**src/rtl/debug_trace_transmitter.sv**
```systemverilog
// Debug trace transmitter: snapshots processor debug state into a FIFO and shifts each word out MSB-first.
// Optional build macro TRACE_PARITY_EN appends an even-parity bit to every frame.
module debug_trace_transmitter #(
    parameter int DEPTH = 4,
    parameter int CNT_W = 8
) (
    input  logic             clk,
    input  logic             reset,
    input  logic [7:0]       pc,
    input  logic [7:0]       ir,
    input  logic [7:0]       pm_data,
    input  logic [3:0]       o_reg,
    input  logic             zero_flag,
    input  logic             capture_en,
    input  logic             tx_ready,
    output logic             tx_data,
    output logic             tx_valid,
    output logic             tx_frame,
    output logic             fifo_full,
    output logic             overflow,
    output logic [CNT_W-1:0] dropped_count
);

    // state | meaning
    // IDLE  | no frame in flight; load the FIFO head when one is available
    // SHIFT | driving the 32 data bits, MSB first
    // PAR   | driving the even-parity bit (TRACE_PARITY_EN builds only)
    localparam logic [1:0] ST_IDLE  = 2'd0;
    localparam logic [1:0] ST_SHIFT = 2'd1;
`ifdef TRACE_PARITY_EN
    localparam logic [1:0] ST_PAR   = 2'd2;
`endif

    localparam int PW = $clog2(DEPTH);
    localparam logic [PW:0] DEPTH_C = (PW+1)'(DEPTH);

    logic [31:0]   mem [DEPTH];
    logic [PW-1:0] wr_ptr;
    logic [PW-1:0] rd_ptr;
    logic [PW:0]   count;
    logic [1:0]    state;
    logic [31:0]   shreg;
    logic [4:0]    bit_cnt;
    logic [31:0]   snapshot;
    logic          push_ok;
    logic          pop;
`ifdef TRACE_PARITY_EN
    logic          par_bit;
`endif

    assign snapshot  = {pc, ir, pm_data, o_reg, zero_flag, 3'b000};
    // Fullness is judged on the count at the start of the cycle, so a same-cycle pop never rescues a push.
    assign push_ok   = capture_en && (count < DEPTH_C);
    assign pop       = (state == ST_IDLE) && (count != '0);
    assign fifo_full = (count == DEPTH_C);

    always_ff @(posedge clk) begin
        if (push_ok) begin
            mem[wr_ptr] <= snapshot;
        end
    end

    always_ff @(posedge clk) begin
        if (reset) begin
            wr_ptr        <= '0;
            rd_ptr        <= '0;
            count         <= '0;
            overflow      <= 1'b0;
            dropped_count <= '0;
        end else begin
            if (push_ok) begin
                wr_ptr <= wr_ptr + PW'(1);
            end
            if (pop) begin
                rd_ptr <= rd_ptr + PW'(1);
            end
            count <= count + (PW+1)'(push_ok) - (PW+1)'(pop);
            if (capture_en && !push_ok) begin
                overflow <= 1'b1;
                if (dropped_count != '1) begin
                    dropped_count <= dropped_count + CNT_W'(1);
                end
            end
        end
    end

    always_ff @(posedge clk) begin
        if (reset) begin
            state   <= ST_IDLE;
            shreg   <= '0;
            bit_cnt <= '0;
`ifdef TRACE_PARITY_EN
            par_bit <= 1'b0;
`endif
        end else begin
            case (state)
                ST_IDLE: begin
                    if (count != '0) begin
                        shreg   <= mem[rd_ptr];
                        bit_cnt <= '0;
`ifdef TRACE_PARITY_EN
                        par_bit <= ^mem[rd_ptr];
`endif
                        state   <= ST_SHIFT;
                    end
                end
                ST_SHIFT: begin
                    if (tx_ready) begin
                        shreg   <= {shreg[30:0], 1'b0};
                        bit_cnt <= bit_cnt + 5'd1;
                        if (bit_cnt == 5'd31) begin
`ifdef TRACE_PARITY_EN
                            state <= ST_PAR;
`else
                            state <= ST_IDLE;
`endif
                        end
                    end
                end
`ifdef TRACE_PARITY_EN
                ST_PAR: begin
                    if (tx_ready) begin
                        state <= ST_IDLE;
                    end
                end
`endif
                default: state <= ST_IDLE;
            endcase
        end
    end

    always_comb begin
        tx_valid = 1'b0;
        tx_data  = 1'b0;
        tx_frame = 1'b0;
        case (state)
            ST_SHIFT: begin
                tx_valid = 1'b1;
                tx_data  = shreg[31];
                tx_frame = (bit_cnt == 5'd0);
            end
`ifdef TRACE_PARITY_EN
            ST_PAR: begin
                tx_valid = 1'b1;
                tx_data  = par_bit;
            end
`endif
            default: begin
                tx_valid = 1'b0;
            end
        endcase
    end

endmodule

```
**config.mk**
```make
export PLATFORM = sky130hd
export DESIGN_NAME = debug_trace_transmitter
export DESIGN_NICKNAME = d
export VERILOG_FILES = /design/src/rtl/debug_trace_transmitter.sv
export SDC_FILE = /design/constraint.sdc
export NUM_CORES = 1
export LEC_CHECK = 0
export CAP_MARGIN = 5
export CORE_ASPECT_RATIO = 1.25
export CORE_MARGIN = 1
export CORE_UTILIZATION = 35
export DETAILED_ROUTE_END_ITERATION = 10
export SLEW_MARGIN = 30
export SYNTH_ARGS = -nofsm -noshare
export SYNTH_HDL_FRONTEND = slang
export SYNTH_SLANG_ARGS = --single-unit
```
**constraint.sdc**
```tcl
create_clock -name clk -period 2.48 [get_ports clk]
set_input_delay 0.248 -clock clk [delete_from_list [all_inputs] [get_ports clk]]
set_output_delay 0.248 -clock clk [all_outputs]
set_load 0.01 [all_outputs]
```
==> flow_summary_export.csv <==
group,metric,value,unit
clocking,cts-buffers-inserted,17,
critical_path,crit_type,"flip-flop to flip-flop",
floorplan,core-area,18100,um^2
power,p_leak,2.66,nW
synth,synth.most_common_cell,"edfxtp_1",
sta,hold_viol,0,
synth,yosys_warnings,0,
grt,antenna_found_initial,0,
finish,fin_util,43.9,%
finish,nets,491,
routing,vias,3441,
routing,drt_pre_antenna_iters,4,
synth,synth_cell_types,37,
sta,relSlewSlack,53.6,%
placed_design,numPortBuffers,45,
critical_path,critPathTopFamily,"adder cells",
floorplan,die_area,19000,um^2
outcome,status,"finished clean",
worst_hold_path,hold_path.class,"primary input to flip-flop",
routing,drt_iter0_drc,150,
floorplan,num_rows,55,
critical_path,worstPathRequired,2800,ps
clocking,holdBufCountCts,0,
synth,synthArstFlopShare,0,%
clocking,post-cts-setup-buffer-count,0,
grt,globalRoute.totalOverflow,0,
critical_path,path_cells,"nor3_4, or2_4, inv_1, ha_1, inv_1, ha_1, fa_1, xnor2_1, xnor2_1, nor2_1",
routing,ant_nets,0,
routing,drcViolationCount,0,
routing,wire_per_inst,16.9,um
synth,ys_ff_latch,169,
sta,finalCriticalPeriod,2260,ps
finish,layout.cells.non_filler,688,
critical_path,cp_slowest_stage_delay,390,ps
critical_path,critPathBufInv,2,
critical_path,worstPathArrival,2580,ps
routing,routed_wl,11600,um
sta,setup_slack,216,ps
critical_path,critPathMaxFanout,5,
clocking,insertion_delay,420,ps
sta,fin_crit_sh,91.3,%
synth,syn-num-nets,431,
clocking,cts_max_level,4,
placed_design,pre_cts_slack,123,ps
floorplan,die_h,154,um
clocking,clock-root-buffer,"clkbuf_16",
routing,viasPerCell,5.00,
grt,grt_pass1_wl,19000,um
critical_path,r2r.worst_path.cells,10,
synth,yosys-top-cells-count,"116 x edfxtp_1, 53 x dfxtp_1, 31 x nor2b_1, 29 x mux4_2, 28 x a221o_1",
synth,syn_inst,387,
placed_design,place_congestion,0.761,
power,vdd_drop_max,0.490,mV
power,power_density,1050,nW/um^2
critical_path,cp.depth,10,
grt,grt_usage,13.5,%
floorplan,initial_core_util,35.7,%
grt,grt_pass1_vias,3678,
sta,slew_viol_final,0,
clocking,tritoncts,"built",
synth,ys_seq_area_share,70.2,%
critical_path,startpoint_type,"flip-flop",
critical_path,cpMaxStageDelayCell,"fa_1",
clocking,clockBufferDepth,2,
floorplan,ios,46,
grt,grt_max_degree,30,
finish,syn2layout_area_growth,22.7,%
placed_design,placedCellCount,656,
finish,n_antenna_cell,0,
synth,syn_area_per_cell,16.7,um^2
placed_design,dp_hpwl,6980,um
sta,rsz0062_at_grt,"false",
finish,drive_gt1_share,16.7,%
critical_path,end_kind,"flip-flop",
sta,skew,9.55,ps
synth,synth.area.top_cells,"edfxtp_1 54%, dfxtp_1 16%, mux4_2 10%, a221o_1 4.3%, nor2b_1 3.0%",
synth,synthesis.area,6470,um^2
job,drv_cap,0,
sta,finalSetupViolCount,0,
floorplan,die_w,124,um
sta,finalSetupTns,0,ps
clocking,cts.clk_slew.worst_paths,60,ps
worst_hold_path,hold_path_depth,1,
synth,synth-edff-count,116,
sta,worst_slew_pin_slew,695,ps
synth,ys.flop_type,"edfxtp_1",
sta,holdWs,448,ps
synth,yosysTopAreaCell,"edfxtp_1",
clocking,cts_num_sinks,169,
sta,fmax,0.442,GHz
synth,synth.top_cell.area_share,53.8,%
[metal layers]
metal / routed length [um] / vias to the layer above / part of all wire, % / GRT usage [%]
met1: 5150 / 1740 / 44 / 16.3
met5: 0 / - / 0 / 0
li1: - / 1625 / - / -
met3: 465 / 11 / 4.0 / 3.89
met4: 144 / 0 / 1.2 / 4.99
met2: 5850 / 65 / 50 / 22.4
[cell type report]
type	instances	area (um^2)
clock inverters	14	216
multi-input cells	189	1790
repair buffers	59	631
flip-flops and latches	169	4550
inverters	11	41.3
well taps	228	285
clock buffers	18	429
fillers	1608	10200
[power breakdown]
| part | internal, mW | total (mW) | leakage (nW) | switching (mW) |
|---|---|---|---|---|
| logic | 0.925 | 1.71 | 0.854 | 0.780 |
| clock network | 1.80 | 2.88 | 0.313 | 1.09 |
| registers | 3.50 | 3.76 | 1.49 | 0.259 |
| total | 6.22 | 8.35 | 2.66 | 2.13 |
[worst register-to-register path: cells and delay by family, from the launching register on]
family / cells / cell delay (ps)
xor+xnor: 2 / 320
fa+ha+maj: 3 / 860
buf+inv: 2 / 130
simple gates: 3 / 490
flops: 1 / 360
[kinds of logic (layout without fill, tap and decap cells)]
| logic type | Yosys count | count (layout) | synth area share (%) |
|---|---|---|---|
| AO/OA/AOI/OAI | 44 | 44 | 5.78 |
| flip-flops | 169 | 169 | 70.2 |
| AND/OR/NAND/NOR | 96 | 96 | 8.12 |
| XOR/XNOR | 7 | 7 | 0.948 |
| multiplexers | 31 | 31 | 10.4 |
| adder cells (fa/ha/maj) | 11 | 11 | 2.24 |
| buffers and inverters | 29 | 102 | 2.26 |
[cells in the final DEF (no fill, tap or decap), types with 2 or more instances in the layout]
cell and count:
clkinv_1 2, nor3_1 6, ha_1 10, inv_6 4, nand4_1 3, xor2_1 2
nor3b_1 2, buf_4 8, mux2i_1 2, a221o_1 28, a21oi_1 9, buf_12 6
nor2_1 18, edfxtp_1 116, clkbuf_16 17, or3_1 3, dfxtp_1 52, o21ai_1 2
and2_1 7, mux4_2 29, nand2_1 10, nand3_1 8, xnor2_1 5, clkdlybuf4s50_1 45
inv_1 11, bufinv_16 5, nor2b_1 31, and3_1 2
[sequential cells by signal, indices dropped and copies added (netlist names), named ones only]
name,flops
bit_cnt,5
count,3
dropped_count,8
mem,116
overflow,1
rd_ptr,2
shreg,29
state,1
wr_ptr,2
[stage by stage]
step	total power, mW	cell area, um^2
final	8.35	7940
after global routing	8.75	7940
after CTS	8.43	7930
after detailed placement	5.53	7290
after global placement	5.46	7280
after floorplan	4.97	6470
[repair_timing]
item / CTS / global route
endpoints found under the hold margin: 0 / 0
gates resized for setup: 0 / 2
setup endpoints to repair: 0 / 1
[final timing paths]
| kind | from | endpoint | slack [ps] |
|---|---|---|---|
| worst max-delay path | count[1]$_SDFF_PP0_ | count[2]$_SDFF_PP0_ | 220 |
| worst min-delay path | zero_flag | mem[2][0]$_DFFE_PP_ | 450 |
| worst max register to register | count[1]$_SDFF_PP0_ | count[2]$_SDFF_PP0_ | 220 |
| worst min register to register | overflow$_SDFFE_PP0P_ | overflow$_SDFFE_PP0P_ | 470 |
No activity file was read; power rests on OpenSTA's default activity.
==> RTL change 1, RTL diff (same settings) <==
Change the parameter `CNT_W` from 8 to 10.
--- a/src/rtl/debug_trace_transmitter.sv
+++ b/src/rtl/debug_trace_transmitter.sv
@@ -4,3 +4,3 @@
     parameter int DEPTH = 4,
-    parameter int CNT_W = 8
+    parameter int CNT_W = 10
 ) (
Interface: changed (resized dropped_count); port bits go from 46 to 48. No check against the original RTL was run, so the function may have changed too.
==> RTL change 1 against the unedited design <==
- core utilization down 0.62 points
- non-clock buffer count up 5
- setup slack worse by 0.045 ns
- wire length up 15%
- sequential share of layout area down 2.8 points
- synthesized area up 7.5%
- design area up 6.1%
- combinational power up 57%
- synthesized cell count up 20%
- first-iteration DRC count up 76%
- sequential cell count up 2
- total power up 9.2%
==> RTL change 1: results (changes against the unedited design) <==
| Metric | Value |
|---|---|
| Number of distinct library cells after synthesis | 42 (+14%) |
| Met3 wirelength from detailed routing | 502 um (+8.0%) |
| Synthesized Nets | 509 (+18%) |
| Post-synthesis mux area share | 0.0953 (-0.00872) |
| Met2 Use GR | 0.248 (+0.0240) |
| Worst path max stage delay | 0.42 ns (+0.03 ns) |
| First-pass GRT wire length | 21800 um (+15%) |
| Net count, final | 565 (+15%) |
| Vias in the first global route | 4150 (+13%) |
| Leakage | 2.79 nW (+4.9%) |
| Post-synth top cells | edfxtp_1 (116), dfxtp_1 (55), nor2_1 (47), nand2_1 (41), mux4_2 (29) |
| Regs by FF count | mem: 116 flops, shreg: 29 flops, dropped_count: 10 flops |
| Met1 usage | 0.166 (+0.00290) |
| Post-Synth Adder-Cell Area | 0.0209 (-0.00157) |
| Top cells by area, synth | edfxtp_1 (50%), dfxtp_1 (16%), mux4_2 (9.4%) |
| Post-Route WL | 13300 um (+15%) |
| Critical Path Source | count[0] |
| Peak VDD IR | 0.415 mV (-15%) |
| Status | complete, no violations |
| Synth Area in Compound Gates | 0.107 (+0.0496) |
| Hold Path Depth | 2 (+1) |
| Crit Path Max Fanout | 4 (-1) |
| DP HPWL | 8160 um (+17%) |
| Largest net degree at the start of global routing | 34 (+13%) |
| Gpl congestion | 0.699 (-8.1%) |
| Met3 Use GR | 0.0288 (-0.0101) |
| Worst EP arrival | 2.59 ns (about the same) |
| Filler cells | 1718 (+6.8%) |
==> RTL change 1: cell types whose count changed after synthesis, moves of 12 or more <==
cell      delta
a21oi_2     +20
nand2_1     +31
a221o_1     -28
nor2b_1     -27
a211oi_2    +28
a21oi_1     +12
nor2_1      +29
==> RTL change 1: through the flow <==
step / instances / instance area, um2 / hold WS (ns) / worst slack, ns / total power, mW
3_3_place_gp: 767 / 7810 / 0.462 / 0.119 / 6.44
3_5_place_dp: 767 / 7810 / 0.462 / 0.0484 / 6.51
2_1_floorplan: 465 / 6960 / 0.347 / 0.210 / 5.82
6_report: 799 / 8420 / 0.348 / 0.171 / 9.11
5_1_grt: 799 / 8420 / 0.378 / 0.0399 / 9.62
4_1_cts: 799 / 8410 / 0.349 / 0.0901 / 9.22
==> RTL change 1: final cells by class <==
cell class	count	area share
Sequential cell	171	0.544
Multi-Input combinational cell	256	0.260
Timing Repair Buffer	64	0.0793
Clock buffer	21	0.0547
Tap cell	265	0.0394
Clock inverter	11	0.0169
Inverter	11	0.00490
==> RTL change 1: path summary, 6_finish.rpt <==
kind,end,slack (ns)
max reg2reg,count[2],0.17
min reg2reg,overflow,0.48
max,count[2],0.17
min,dropped_count[0],0.35
==> RTL change 1: kinds of logic (layout without fill, tap and decap cells) <==
family | after synthesis | count (layout)
simple gates | 123 | 123
xor+xnor | 7 | 7
flops | 171 | 171
mux | 30 | 30
fa+ha+maj | 11 | 11
compound gates | 85 | 85
buf+inv | 38 | 107
==> RTL change 1: where the power goes <==
part | leakage, nW | total, mW | internal (mW) | switching (mW)
combinational | 0.997 | 2.68 | 1.20 | 1.48
clock | 0.283 | 2.70 | 1.63 | 1.07
sequential | 1.51 | 3.74 | 3.49 | 0.244
==> RTL change 2, RTL diff (same settings) <==
Made on the original files. Reset style: asynchronous (`reset`), changed in 2 clocked blocks.
--- a/src/rtl/debug_trace_transmitter.sv
+++ b/src/rtl/debug_trace_transmitter.sv
@@ -62,3 +62,3 @@
 
-    always_ff @(posedge clk) begin
+    always_ff @(posedge clk or posedge reset) begin
         if (reset) begin
@@ -86,3 +86,3 @@
 
-    always_ff @(posedge clk) begin
+    always_ff @(posedge clk or posedge reset) begin
         if (reset) begin
Check against the original RTL: differs if reset is asserted again (counterexample within 4 cycles, from zero or initial values and one cycle with reset high); with reset held inactive, the same outputs for 10 cycles.
==> RTL change 2 against the unedited design <==
- cell count is 14% higher
- sequential cell count is 2 lower
- via count is 8.2% higher
- first-iteration DRC count is 37% higher
- setup slack better by 0.10 ns
- critical path depth is 7 lower
- design area is 4.3% higher
- total power is 10% lower
- clock power is 10% lower
- synthesized area is 6.2% higher
- wire length is 7.7% higher
- highest routed layer unchanged
==> RTL change 2: results (changes against the unedited design) <==
| Metric | Value |
|---|---|
| Peak VDD IR | 0.524 mV (+7.0%) |
| Setup Buffers After CTS | 0 (unchanged) |
| TritonCTS Buffers | 17 (unchanged) |
| Post-synth top cells | edfxtp_1 (116), nor2_1 (58), dfrtp_1 (51), a21oi_1 (31), mux2i_1 (29) |
| Power Density | 905 nW/um2 (-14%) |
| Clk_lat worst skew | 0.43 ns |
| Share of cells above drive strength 1 | 0.170 (+0.00246) |
| Most common cell after layout, fill and taps aside | edfxtp_1 |
| Synth Area in Compound Gates | 0.0792 (+0.0214) |
| Regs by FF count | mem: 116 flops, shreg: 29 flops, dropped_count: 8 flops |
| Root Driver | clkbuf_16 |
| Status | complete, no violations |
| Top cells by area, synth | edfxtp_1 (51%), dfrtp_1 (19%), mux2i_1 (4.2%) |
| Pre-antenna DRT Iters | 4 (unchanged) |
| Leakage | 2.85 nW (+7.1%) |
| Async set or reset register ratio after synthesis | 0.305 (+0.305) |
| Setup tns final | 0 ns (unchanged) |
| Reg clk slew, reported paths | 0.06 ns (about the same) |
| DP HPWL | 8130 um (+17%) |
| H-Tree Depth | 4 (unchanged) |
| Post-Synth XOR/XNOR Area | 0.0102 (+0.000717) |
| Initial antenna violation count | 0 (unchanged) |
| EDFF count, synth | 116 (unchanged) |
| Post-Synth Adder-Cell Area | 0.0211 (-0.00132) |
| Avg WL per Cell | 15.9 um (-5.6%) |
| Number of distinct library cells after synthesis | 39 (+5.4%) |
| Synthesized Nets | 497 (+15%) |
| Worst hold path type | input port to asynchronous set/reset pin |
| Rel. slew slack | 0.576 (+0.0405) |
| Post-cts repair resize count | 0 (unchanged) |
| Crit Path Max Fanout | 13 (+8) |
| Net count, final | 556 (+13%) |
| Vias | 3724 (+8.2%) |
| Register area share after synthesis | 0.692 (-0.00999) |
| Total track usage | 0.136 (+0.00171) |
| Port bufs | 45 (unchanged) |
| Gpl congestion | 0.715 (-6.0%) |
| First DRT Iteration DRCs | 206 (+37%) |
| Vias in the first global route | 3944 (+7.2%) |
| Post-synthesis mux area share | 0.101 (-0.00339) |
| Post-CTS Hold Fix Bufs | 0 (unchanged) |
| Largest net degree at the start of global routing | 40 (+33%) |
| N_diodes | 0 (unchanged) |
| Worst EP arrival | 1.92 ns (-0.66 ns) |
| Setup Skew | 0.00674 ns (-0.00282 ns) |
| Clk buf depth | 2 (unchanged) |
| Ys Warns | 0 (unchanged) |
| First-pass GRT wire length | 20500 um (+7.7%) |
-- RTL change 2: critical path, stage by stage (launching register included) --
cell and delay [ns]:
dfrtp_1 0.48, buf_4 0.27, and4b_1 0.21, clkdlybuf4s50_1 0.52
-- RTL change 2: final cells by class --
type | count | area, um2
well taps | 261 | 327
flip-flops and latches | 167 | 4760
multi-input cells | 253 | 1950
repair buffers | 64 | 638
clock buffers | 22 | 444
inverters | 9 | 33.8
fillers | 1686 | 10700
clock inverters | 9 | 130
-- RTL change 2: logic make-up after synthesis --
| group | Yosys count |
|---|---|
| flip-flops | 167 |
| AND/OR/NAND/NOR | 104 |
| AO/OA/AOI/OAI | 71 |
| multiplexers | 59 |
| buffers and inverters | 33 |
| adder cells (fa/ha/maj) | 11 |
| XOR/XNOR | 8 |
-- RTL change 2: final timing paths --
check | startpoint | end | slack (ns) | cells after the start
max | state[0] | tx_frame | 0.32 | 3
max reg2reg | count[2] | count[2] | 0.44 | 8
min | reset | shreg[29] | 0.19 | 2
min reg2reg | overflow | overflow | 0.47 | 1
min in group clk | pm_data[1] | mem[1][6] | 0.46 | 1
max in group asynchronous | reset | shreg[15] | 1.72 | 3
-- RTL change 2: metal layers --
layer,part of all wire,vias to the layer above,track usage
li1,-,1800,-
met1,0.43,1844,0.154
met2,0.52,63,0.242
met3,0.031,17,0.0363
met4,0.018,0,0.0590
met5,0,-,0
-- RTL change 2: stage by stage --
step,std cells,hold slack (ns),instance area [um2],worst slack (ns)
6_report,785,0.192,8280,0.316
5_1_grt,785,0.227,8280,0.213
4_1_cts,785,0.199,8280,0.279
3_5_place_dp,754,0.451,7700,0.203
3_3_place_gp,753,0.448,7680,0.243
2_1_floorplan,453,0.347,6870,0.410
-- RTL change 2: report_power, final --
group          internal, mW  switching, mW  total [mW]
Combinational         0.575          0.596        1.17
Sequential             3.47          0.261        3.74
Clock                  1.57           1.02        2.59
